**src/rtl/seg7_capture.sv**
```systemverilog
// rtl/seg7_capture.sv - multiplexed 7-segment bus receiver that decodes and stores each digit
module seg7_capture #(
    parameter int NDIG       = 4,
    parameter int STABLE_CYC = 4
) (
    input  logic                clk,
    input  logic                rst,
    input  logic [7:0]          seg_in,
    input  logic [NDIG-1:0]     dig_en,
    output logic [4*NDIG-1:0]   code_out,
    output logic [NDIG-1:0]     seen_out,
    output logic                frame_valid,
    output logic                pat_err,
    output logic                sel_err
);

    localparam logic [7:0] RUN_MAX = 8'(STABLE_CYC);

    logic [6:0]      seg_r;
    logic [6:0]      seg_p;
    logic [NDIG-1:0] dig_r;
    logic [NDIG-1:0] dig_p;
    logic [7:0]      run_cnt;

    logic            same;
    logic            capture;
    logic            one_hot;
    logic            multi_hot;
    logic [3:0]      dec_code;
    logic            dec_bad;
    logic [NDIG-1:0] seen_next;

    always_comb begin
        same      = ({dig_r, seg_r} == {dig_p, seg_p});
        // Fires only on the edge where the run counter reaches its limit;
        // with a limit of 1 every change of the sample is itself a capture.
        capture   = same ? (run_cnt == RUN_MAX - 8'd1) : (RUN_MAX == 8'd1);
        one_hot   = (dig_r != '0) && ((dig_r & (dig_r - NDIG'(1))) == '0);
        multi_hot = (dig_r != '0) && !one_hot;
        seen_next = seen_out | dig_r;
    end

    always_comb begin
        dec_code = 4'hF;
        dec_bad  = 1'b0;
        case (seg_r)
            7'h40:   dec_code = 4'h0;
            7'h79:   dec_code = 4'h1;
            7'h24:   dec_code = 4'h2;
            7'h30:   dec_code = 4'h3;
            7'h19:   dec_code = 4'h4;
            7'h12:   dec_code = 4'h5;
            7'h03:   dec_code = 4'h6;
            7'h78:   dec_code = 4'h7;
            7'h00:   dec_code = 4'h8;
            7'h18:   dec_code = 4'h9;
            7'h7F:   dec_code = 4'hA;
            default: dec_bad  = 1'b1;
        endcase
    end

    always_ff @(posedge clk) begin
        if (rst) begin
            seg_r       <= '0;
            seg_p       <= '0;
            dig_r       <= '0;
            dig_p       <= '0;
            run_cnt     <= '0;
            code_out    <= {NDIG{4'hA}};
            seen_out    <= '0;
            frame_valid <= 1'b0;
            pat_err     <= 1'b0;
            sel_err     <= 1'b0;
        end else begin
            seg_r       <= seg_in[6:0];
            dig_r       <= dig_en;
            seg_p       <= seg_r;
            dig_p       <= dig_r;
            frame_valid <= 1'b0;
            pat_err     <= 1'b0;
            sel_err     <= 1'b0;

            if (!same)
                run_cnt <= 8'd1;
            else if (run_cnt < RUN_MAX)
                run_cnt <= run_cnt + 8'd1;

            if (capture && one_hot) begin
                for (int i = 0; i < NDIG; i++) begin
                    if (dig_r[i])
                        code_out[4*i +: 4] <= dec_code;
                end
                pat_err <= dec_bad;
                if (&seen_next) begin
                    frame_valid <= 1'b1;
                    seen_out    <= '0;
                end else begin
                    seen_out    <= seen_next;
                end
            end else if (capture && multi_hot) begin
                sel_err <= 1'b1;
            end
        end
    end

endmodule
```
**config.mk**
```make
export PLATFORM = sky130hd
export DESIGN_NAME = seg7_capture
export DESIGN_NICKNAME = d
export VERILOG_FILES = /design/src/rtl/seg7_capture.sv
export SDC_FILE = /design/constraint.sdc
export NUM_CORES = 1
export LEC_CHECK = 0
export BUFFER_PORTS_ARGS = -buffer_cell sky130_fd_sc_hd__buf_2
export CAP_MARGIN = 20
export CORE_ASPECT_RATIO = 0.75
export CORE_MARGIN = 2
export CORE_UTILIZATION = 50
export DETAILED_ROUTE_END_ITERATION = 8
export PLACE_DENSITY = 0.72
export REMOVE_ABC_BUFFERS = 1
export SKIP_CTS_REPAIR_TIMING = 1
export SYNTH_ARGS = -nofsm -noshare
export SYNTH_HDL_FRONTEND = slang
export SYNTH_SLANG_ARGS = --single-unit
```
**constraint.sdc**
```tcl
create_clock -name clk -period 1.9 [get_ports clk]
set_clock_uncertainty 0.05 [all_clocks]
set_input_delay 0 -clock clk [delete_from_list [all_inputs] [get_ports clk]]
set_output_delay 0 -clock clk [all_outputs]
set_load 0.05 [all_outputs]
```
# == Yosys cells after proc, flatten, opt, wreduce, memory -nomap -nowiden ==
# Index checks and enable logic that the tools add are counted.
# op_classes
addsub,2
mul,0
div_mod_pow,0
magnitude_cmp,1
eq_ne,13
shift,0
muxes,8
n_bitwise,4
reduce_logical,17
# ops
op,n
case mux 4 bit (11 select lines),1
equality test 7 bit (second input constant),4
equality test 7 x 5 -> 1 bit (second input constant),3
equality test 7 x 6 -> 1 bit (second input constant),2
equality test 11 bit,1
OR reduction 11 bit,1
adder 8 x 1 -> 8 bit (second input constant),1
equality test 8 x 2 -> 1 bit (second input constant),1
< comparator 8 x 3 -> 1 bit (second input constant),1
AND reduction 2 bit,4
equality test 7 x 2 -> 1 bit (second input constant),1
zero test 7 bit,1
2-to-1 mux 1 bit,6
OR reduction 2 bit,3
AND 4 bit,1
logical AND 1 bit,4
zero test 4 bit,1
2-to-1 mux 4 bit,1
bitwise OR 4 bit,1
AND reduction 4 bit,1
nonzero test 4 bit,1
subtractor 4 x 1 -> 4 bit (second input constant),1
inequality test 2 x 1 -> 1 bit (second input constant),1
inverter 1 bit,2
zero test 1 bit,1
# word_totals
reg_bits,53
latch_bits,0
ramBits,0
romBits,0
memories,0

# == Logic depth before layout (Yosys ltp) ==
# depth
word_depth,8
depth_mapped,6
ltp_nobuf,6

# == Worst setup path after synthesis ==
# OpenSTA, ideal clock, no wires.
# synth_path
path_kind,flip-flop to flip-flop
startpoint,register run_cnt[0]
endpoint,register code_out[12]
arrival_time_ns,1.622
required_time_ns,1.727
path_slack_ns,0.105
path_stages_with_launch,7
n_path_buf,0
period_less_slack_ns,1.795
path_cell_list,dfxtp_1 -> ha_1 -> nor3b_1 -> nand4_1 -> nor4_4 -> nor2b_1 -> a21oi_1
# synth_between
elab_chain_cells,4
# synth_lines
item,line,rtl
"start, declared",23,logic [7:0] run_cnt;
"start signal, assigned",86,run_cnt <= run_cnt + 8'd1;
equality test 8 x 2 -> 1 bit,37,capture = same ? (run_cnt == RUN_MAX - 8'd1) : (RUN_MAX == 8'd1);
2-to-1 mux 1 bit,37,
logical AND 1 bit,88,if (capture && one_hot) begin
AND reduction 2 bit (no line),-,
"end signal, assigned",69,code_out <= {NDIG{4'hA}};
"end signal, assigned by index",91,code_out[4*i +: 4] <= dec_code;
"end, declared",10,"output logic [4*NDIG-1:0] code_out,"
# No other way between the ends.
# A chain may end at the register's enable or synchronous reset.

# == Worst setup path in the final report ==
# layout_path
startpoint,register seg_r[4]
endpoint,register seen_out[3]
# layout_between
elab_chain_cells,3
# layout_lines
item,line,rtl
"start, declared",19,logic [6:0] seg_r;
"start signal, assigned",75,seg_r <= seg_in[6:0];
equality test 11 bit,34,"same = ({dig_r, seg_r} == {dig_p, seg_p});"
2-to-1 mux 1 bit,37,
logical AND 1 bit,88,
"end signal, assigned",98,seen_out <= seen_next;
"end, declared",11,"output logic [NDIG-1:0] seen_out,"
# No other way between the ends.

==> impl_metrics.tcl <==
set metrics [dict create \
    dp.cells 345 \
    holdPathEnd "seg_p[4]$_SDFF_PP0_" \
    fin_cells 364 \
    die_h_um 64.3 \
    htree_levels 2 \
    num_rows 21 \
    initial_core_util_pct 53.1 \
    p_sw_mw 0.573 \
    wl_per_cell_um 14.7 \
    setup_violations 0 \
    p_total_mw 2.16 \
    crit_fanout 5 \
    r2r_start "seg_r[4]$_SDFF_PP0_" \
    yosysMostFrequentCell "dfxtp_1" \
    top_layer "met4" \
    synthTopCellsByCount "dfxtp_1 (53), nor2b_1 (25), nor3_1 (13)" \
    final.min_clock_period_ns 1.82 \
    max_stage_delay_ns 0.37 \
    antenna_found_initial 0 \
    portBuffers 35 \
    synth_top_cell_by_area "dfxtp_1" \
    avgViaCountPerCell 5.38 \
    drv_cap 0 \
    core-area_sq_mm 0.00457 \
    mappedNetlistArea_sq_mm 0.00243 \
    wl_met3_um 286 \
    r2r.worst_path.cells 6 \
    finalMaxSlewViolations 0 \
    worstHoldPathType "input pin to flip-flop" \
    first_iter_violations 113 \
    vias 1959 \
    die_x_um 84.5 \
    ir_drop_mv 0.499 \
    timing.setup.tns_ns 0 \
    wl_met2_mm 2.34 \
    synth-main-ff-cell "dfxtp_1" \
    r2r_slack_ns 0.08 \
    yosysWarnings 0 \
    min-delay-start "rst" \
    synth.top_cell.area_share_pct 43.7 \
    synth_area_per_cell_sq_um 10.4 \
    clk_pin_slew_ns 0.10 \
    grt-ovfl-total 0 \
    cts.path.max_buffers 2 \
    p_int_mw 1.59 \
    worst-path-buf-inv 1 \
    power_frac_comb_pct 14.5 \
    cts_tree "built" \
    synth_cells 234 \
    cts.sinks 53 \
    syn2layout_area_growth_pct 26.5 \
    dp_hpwl_mm 3.75 \
    worstPathArrival_ns 2.00 \
    worstSetupEndpointType "flip-flop" \
    antennaDiodeCount 0 \
    place_area_sq_mm 0.00284 \
    worstMarginPinSlew_ns 0.578 \
    r2r_end "seen_out[3]$_SDFFE_PP0P_" \
    cts_root_buf "clkbuf_8" \
    fin_crit_sh_pct 96.0 \
    grt_pass1_wl_mm 8.75 \
    crit_required_ns 2.07 \
    drt_pre_antenna_iters 4 \
    status "finished, final reports clean" \
    cp-start-kind "flip-flop" \
    synth_cell_types 52 \
    numCtsBuffers 5 \
    hold_viol 0 \
    grtUsageTotal_pct 20.7 \
    final_cell_area_sq_mm 0.00307 \
    path_class "flip-flop to flip-flop" \
    ant_nets 0 \
    synth_seq_area_share_pct 43.7 \
    critical_path.top_delay_family "simple AND/OR/NAND/NOR gates" \
    slowest_stage "dfxtp_2" \
    synth.area.top_cells "dfxtp_1 (44%), nor2b_1 (6.4%), nor4_4 (3.5%)" \
    wl_met1_mm 2.59 \
    drc 0 \
    insertion_delay_ns 0.32 \
    postSynth.asyncResetShare_pct 0 \
    fin_hold_ws_ns 0.115 \
    fp.dieArea_sq_mm 0.00543 \
    p_clk_share_pct 31.8 \
    gp_congestion 0.839 \
    drive_gt1_share_pct 34.5 \
    ios 37 \
    swShare_pct 26.5 \
    fin_nets 321 \
    clock.fmax_mhz 548 \
    path_cells "xnor2_1 > nand4_4 > buf_4 > nor3_1 > a31oi_2 > o21a_1" \
    grt_max_degree 30 \
    ys_seq_elements 53 \
    hold_depth 2 \
    synth_edf_count 0 \
    seq_power_share_pct 53.8 \
    wl_mm 5.34 \
    p_leak_nw 1.25 \
    slew_headroom_pct 61.5 \
    power.density_mw_per_mm2 703 \
    grt_pass1_vias 1807 \
]
## area by class of cell
| class | count | area (sq um) |
|---|---|---|
| repair buffers | 81 | 552 |
| clock buffers | 6 | 82.6 |
| well taps | 57 | 71.3 |
| fillers | 384 | 1500 |
| flip-flops and latches | 53 | 1070 |
| multi-input cells | 164 | 1280 |
| clock inverters | 2 | 16.3 |
| inverters | 1 | 3.75 |
## metrics by stage
stage | utilization (%) | setup slack (ns)
after global routing | 67.2 | -0.00505
after detailed placement | 62.1 | 0.0985
after CTS | 64.2 | 0.0621
after floorplan | - | -0.0223
after global placement | 62.1 | 0.116
final | 67.2 | 0.0767
## cell families (layout without fill, tap and decap cells)
logic type,count (synthesis),count (layout),share of synthesized area [%]
buf+inv,17,90,4.23
fa+ha+maj,2,2,0.928
xor+xnor,16,16,8.09
mux,2,2,0.825
simple gates,98,98,28.9
compound gates,46,46,13.4
flops,53,53,43.7
## worst reg2reg max path, delay by kind of cell, from the launching register on
| family | cells | cell delay, ns |
|---|---|---|
| and+or+nand+nor | 2 | 0.51 |
| buffers and inverters | 1 | 0.17 |
| xor gates and xnor gates | 1 | 0.26 |
| AOI/OAI and AO/OA | 2 | 0.37 |
| DFF | 1 | 0.37 |
## per-layer routing
| metal | vias up | track usage (%) |
|---|---|---|
| li1 | 977 | - |
| met1 | 920 | 29.3 |
| met2 | 52 | 30.4 |
| met3 | 10 | 4.39 |
| met4 | 0 | 9.33 |
| met5 | - | 0 |
## power groups by stage
stage / clock network [mW] / registers (mW) / logic [mW]
4_1_cts: 0.705 / 1.16 / 0.290
5_1_grt: 0.749 / 1.16 / 0.336
2_1_floorplan: 0 / 1.20 / 0.155
3_5_place_dp: 0 / 1.19 / 0.288
3_3_place_gp: 0 / 1.18 / 0.282
6_report: 0.686 / 1.16 / 0.312
## worst max path at each step
| stage | startpoint | cells past startpoint | to |
|---|---|---|---|
| floorplan | seg_r[3]$_SDFF_PP0_ | 5 | code_out[3]$_SDFFE_PP1P_ |
| global placement | seg_r[4]$_SDFF_PP0_ | 7 | code_out[3]$_SDFFE_PP1P_ |
| detailed placement | seg_r[4]$_SDFF_PP0_ | 7 | code_out[3]$_SDFFE_PP1P_ |
| CTS | seg_r[4]$_SDFF_PP0_ | 7 | code_out[3]$_SDFFE_PP1P_ |
| global route | run_cnt[0]$_SDFFE_PP0P_ | 8 | code_out[12]$_SDFFE_PP0P_ |
| finish | seg_r[4]$_SDFF_PP0_ | 6 | seen_out[3]$_SDFFE_PP0P_ |
## sequential cells by signal, indices dropped and copies added, names as in the netlist
signal       count
dig_r            4
seg_p            7
dig_p            4
pat_err          1
frame_valid      1
code_out        16
run_cnt          8
sel_err          1
seg_r            7
seen_out         4
## layout by cell type, fill, tap and decap left out, types with 2 or more instances in the layout
cell type,netlist,final
a21oi_1,12,12
xnor2_1,7,7
nand4_1,4,4
and2_1,6,6
and4b_1,2,2
nand4_4,2,2
nor3_1,13,11
nor3_2,0,2
o22ai_1,2,2
o21bai_1,3,3
dfxtp_2,0,4
a31oi_1,8,7
nor2b_1,25,25
nor4_4,4,4
dfxtp_1,53,49
xnor2_2,5,5
buf_2,4,35
nor3b_1,2,2
nand2_1,5,5
and3_1,2,2
nand3_1,7,7
nand2b_1,3,3
o21ai_0,4,4
o21a_1,5,5
buf_4,3,34
mux2i_1,2,2
dlygate4sd3_1,0,11
a211oi_1,3,3
nor2_1,12,12
xor2_1,3,3
o31ai_1,2,2
clkbuf_8,0,6
o41ai_2,2,2
No activity file was read; power rests on OpenSTA's default activity.
